--- config.mk ---
export PLATFORM = sky130hd
export DESIGN_NAME = sample_com_flat
export DESIGN_NICKNAME = d
export VERILOG_FILES = /design/src/rtl/sample_com_if.sv /design/src/rtl/sample_com.sv /design/src/flat_wrapper.sv
export SDC_FILE = /design/constraint.sdc
export NUM_CORES = 1
export LEC_CHECK = 0
export CAP_MARGIN = 20
export CORE_MARGIN = 2
export CORE_UTILIZATION = 42
export DETAILED_ROUTE_END_ITERATION = 12
export PLACE_DENSITY = 0.8
export SYNTH_ARGS = -nofsm -noshare
export SYNTH_HDL_FRONTEND = slang
export SYNTH_SLANG_ARGS = --single-unit
--- constraint.sdc ---
create_clock -name clk -period 1.35 [get_ports clk]
set_input_delay 0.405 -clock clk [delete_from_list [all_inputs] [get_ports clk]]
set_output_delay 0.405 -clock clk [all_outputs]
set_load 0.01 [all_outputs]
--- src/rtl/sample_com_if.sv ---
// sample_com_if: bus bundle for the sample_com registered binary decoder.
//   en        - decode enable (driven by master)
//   in        - binary code to decode, IN bits (driven by master)
//   out       - decoded vector, 1<<IN bits (driven by slave)
//   out_valid - out holds a decoded result rather than the reset value
//   out_code  - code that produced the current out
// Modports: master (code source), slave (decoder).
interface sample_com_if #(
    parameter int IN = 4
);
    localparam int OUT = 1 << IN;

    logic            en;
    logic [IN-1:0]   in;
    logic [OUT-1:0]  out;
    logic            out_valid;
    logic [IN-1:0]   out_code;

    modport master (
        output en,
        output in,
        input  out,
        input  out_valid,
        input  out_code
    );

    modport slave (
        input  en,
        input  in,
        output out,
        output out_valid,
        output out_code
    );
endinterface

--- src/rtl/sample_com.sv ---
// sample_com: registered IN-to-(1<<IN) line decoder.
// Parameters:
//   IN  - width of the binary input code (1..8)
//   ACT - level driven on the selected output line; all others drive ~ACT
// Ports:
//   clk   - single clock, all state updates on the rising edge
//   reset - synchronous, active-high; forces out to all ~ACT, code 0, valid 0
//   bus   - sample_com_if slave modport (en, in, out, out_valid, out_code)
// Outputs come straight from flops, so there is no combinational path from
// in/en to any output. With en low the registered result holds.
module sample_com #(
    parameter int   IN  = 4,
    parameter logic ACT = 1'b1
) (
    input  logic       clk,
    input  logic       reset,
    sample_com_if.slave bus
);
    localparam int OUT = 1 << IN;

    logic [OUT-1:0] out_d,   out_q;
    logic [IN-1:0]  code_d,  code_q;
    logic           valid_d, valid_q;

    always_comb begin
        out_d   = out_q;
        code_d  = code_q;
        valid_d = valid_q;
        if (bus.en) begin
            // Fill with the inactive level, then raise the one selected line;
            // every code 0..OUT-1 maps to a real bit, so no range check exists.
            out_d          = {OUT{~ACT}};
            out_d[bus.in]  = ACT;
            code_d         = bus.in;
            valid_d        = 1'b1;
        end
    end

    always_ff @(posedge clk) begin
        if (reset) begin
            out_q   <= {OUT{~ACT}};
            code_q  <= '0;
            valid_q <= 1'b0;
        end else begin
            out_q   <= out_d;
            code_q  <= code_d;
            valid_q <= valid_d;
        end
    end

    assign bus.out       = out_q;
    assign bus.out_code  = code_q;
    assign bus.out_valid = valid_q;
endmodule

--- src/flat_wrapper.sv ---
// flat-port wrapper written by rule: the top's interface ports become plain ports
module sample_com_flat 
#(
    parameter int   IN  = 4,
    parameter logic ACT = 1'b1
)
  (clk, reset, bus_en, bus_in, bus_out, bus_out_valid, bus_out_code);
  sample_com_if #(.IN(IN)) bus_i ();
  input  logic clk;
  input  logic reset;
  input wire logic [$bits(bus_i.en)-1:0] bus_en;
  input wire logic [$bits(bus_i.in)-1:0] bus_in;
  output wire logic [$bits(bus_i.out)-1:0] bus_out;
  output wire logic [$bits(bus_i.out_valid)-1:0] bus_out_valid;
  output wire logic [$bits(bus_i.out_code)-1:0] bus_out_code;
  assign bus_i.en = bus_en;
  assign bus_i.in = bus_in;
  assign bus_out = bus_i.out;
  assign bus_out_valid = bus_i.out_valid;
  assign bus_out_code = bus_i.out_code;
  sample_com #(.IN(IN), .ACT(ACT)) u_core (.clk(clk), .reset(reset), .bus(bus_i));
endmodule
==> flow_metrics.py <==
metrics = {
    "layout": {
        "final_util_pct": 64.6,
        "fin_area_um2": 1130,
        "areaGrowthSynthToFinish_pct": 44.2,
        "drive_above_1_share_pct": 23.2,
        "fillCellCount": 163,
        "num_antenna_cells": 0,
        "instances_no_fill": 124,
        "finalNetCount": 107,
    },
    "power_and_ir_drop": {
        "power_density_nw_per_um2": 948,
        "power_w": 0.00107,
        "leakagePower_nw": 0.472,
        "peakVddDrop_mv": 0.577,
    },
    "setup_path": {
        "end_kind": "primary output",
        "worstPathRequired_ns": 0.95,
        "path_delay_family": "flip-flops",
        "cpPeakStageDelay_ns": 0.36,
        "critPathMaxFanout": 2,
        "cp_cell_sequence": "dlygate4sd2_1",
        "start_kind": "register",
        "cp_slowest_cell": "dfxtp_2",
        "critPathKind": "reg -> out",
        "critPathBufInv": 1,
        "worstPathArrival_ns": 0.91,
    },
    "cts": {
        "htreeDepth": 1,
        "numClockSinks": 21,
        "clk_latency_ns": 0.29,
        "clk_path_buf_depth": 2,
        "post_cts_buffers": 0,
        "root_buffer": "clkbuf_4",
        "cts_tree": "yes",
        "clk_pin_slew_worst_paths_ns": 0.11,
        "cts_buffers": 3,
    },
    "die": {
        "io_pins": 28,
        "rows": 15,
        "start_util_pct": 44.8,
        "core_area_um2": 1750,
        "fp.dieH_um": 47.2,
        "die_area_um2": 2220,
        "die_x_um": 47.2,
    },
    "detailed_routing": {
        "vias": 617,
        "routed_wl_mm": 1.68,
        "post_drt_wl_per_cell_um": 13.6,
        "drtPass1Iterations": 6,
        "ant_nets": 0,
        "drtIter0Drc": 10,
        "drc": 0,
        "viasPerCell": 4.98,
    },
    "global_routing": {
        "grt_pass1_vias": 664,
        "grt_first_pass_wirelength_mm": 2.71,
        "grtUsageTotal_pct": 17.0,
        "grt_antenna_before_repair": 0,
        "grt_overflow_total": 0,
        "grt_max_degree": 17,
    },
    "yosys": {
        "yosysUniqueCellTypes": 17,
        "synth.avg_cell_area_um2": 12.2,
        "ys_ff_latch": 21,
        "syn_area_um2": 782,
        "ys_seq_area_share_pct": 53.8,
        "syn_inst": 64,
        "syn_nets": 71,
        "yosysWarnings": 0,
    },
    "sta": {
        "period_needed_ns": 1.32,
        "clock-skew-final_ns": 0,
        "maxSlewHeadroom_pct": 79.7,
        "worst_slew_pin_slew_ns": 0.304,
        "timing.fmax_ghz": 0.758,
        "hold_viol": 0,
        "final_max_slew_viol_count": 0,
        "rsz0062_at_grt": "false",
        "period_share_pct": 97.8,
        "setup_viol": 0,
    },
    "place": {
        "place_inst": 120,
        "dpl.hpwl_mm": 1.25,
        "place_area_um2": 1120,
        "finalWeightedCongestion": 0.700,
        "port_buffers": 27,
    },
    "run": {
        "maxCapViolCount": 0,
    },
    "outcome": {
        "status": "complete, no violations",
    },
    "hold_path": {
        "hp-class": "reg -> reg",
    },
}
-- logic make-up after synthesis --
family                 synth area share, %
multiplexers                          5.12
AO/OA/AOI/OAI                         18.4
AND/OR/NAND/NOR                       17.6
flip-flops                            53.8
buffers and inverters                 5.12
-- power by group --
group	internal [W]	switching [W]	total [W]
Sequential	0.000636	0.00000862	0.000645
Clock	0.000115	0.000168	0.000283
Combinational	0.0000759	0.0000658	0.000142
Total	0.000826	0.000243	0.00107
-- cell type report --
| class | instances | area, um^2 | share of cell area, % |
|---|---|---|---|
| sequential | 21 | 423 | 37.5 |
| timing repair buffer | 36 | 325 | 28.9 |
| multi-input combinational | 38 | 322 | 28.5 |
| tap | 25 | 31.3 | 2.77 |
| clock buffer | 4 | 26.3 | 2.33 |
-- placed cells by master (no fill, tap or decap) --
cell type	count
a32o_1	3
dfxtp_2	2
clkdlybuf4s50_1	4
buf_12	1
nand2b_1	2
clkbuf_1	1
nor2_4	1
and4bb_4	2
dfxtp_1	19
dlygate4sd2_1	4
nor2b_1	2
mux2i_1	4
clkbuf_2	4
nand4b_1	1
nand2_1	1
clkdlybuf4s15_1	15
o2bb2ai_1	4
clkbuf_4	3
nor4b_4	1
nor2_1	7
or2_2	1
a22o_1	9
buf_4	8
-- final timing paths --
check	start	endpoint	slack, ns	cells past startpoint
min	u_core.bus.out_valid	u_core.bus.out_valid	0.48	2
min reg2reg	u_core.bus.out_valid	u_core.bus.out_valid	0.48	2
max reg2reg	u_core.bus.out[3]	u_core.bus.out[3]	0.69	1
max	u_core.bus.out[3]	bus_out[3]	0.03	1
-- per-layer routing --
metal | share of wire [%] | vias up | track usage (%)
met4 | 0.36 | 0 | 5.00
li1 | - | 308 | -
met2 | 47 | 18 | 28.5
met3 | 4.7 | 2 | 2.69
met5 | 0 | - | 0
met1 | 48 | 289 | 22.5
-- through the flow --
stage / setup TNS, ns / setup slack (ns) / hold slack, ns
after global placement: -5.39 / -0.318 / 0.454
after floorplan: 0 / 0.237 / 0.489
final: 0 / 0.0300 / 0.479
after CTS: 0 / 0.0120 / 0.479
after global routing: 0 / 0.00150 / 0.503
after detailed placement: -5.58 / -0.330 / 0.451
-- sequential cells by signal, indices dropped and copies added (netlist names) --
register	cells
u_core.bus.out_code	4
u_core.bus.out	16
u_core.bus.out_valid	1
-- what timing repair did --
item | in CTS | in global routing
hold buffers | 0 | 0
gates cloned | 0 | 0
resized for setup | 25 | 23
setup endpoints to repair | 26 | 18
-- Yosys cell counts --
master	number	area share, %
nand2_1	1	0.48
nand4b_1	1	1.1
nand2b_1	2	1.6
a32o_1	3	3.8
or2_2	1	0.80
nor2_4	1	1.4
a22o_1	9	10
buf_2	2	1.3
nor4b_4	1	3.0
nor2b_1	2	1.6
o2bb2ai_1	4	4.5
and4bb_4	2	4.2
nor2_1	7	3.4
buf_4	1	0.96
dfxtp_1	21	54
buf_6	2	2.9
mux2i_1	4	5.1
No activity file was read; power rests on OpenSTA's default activity.
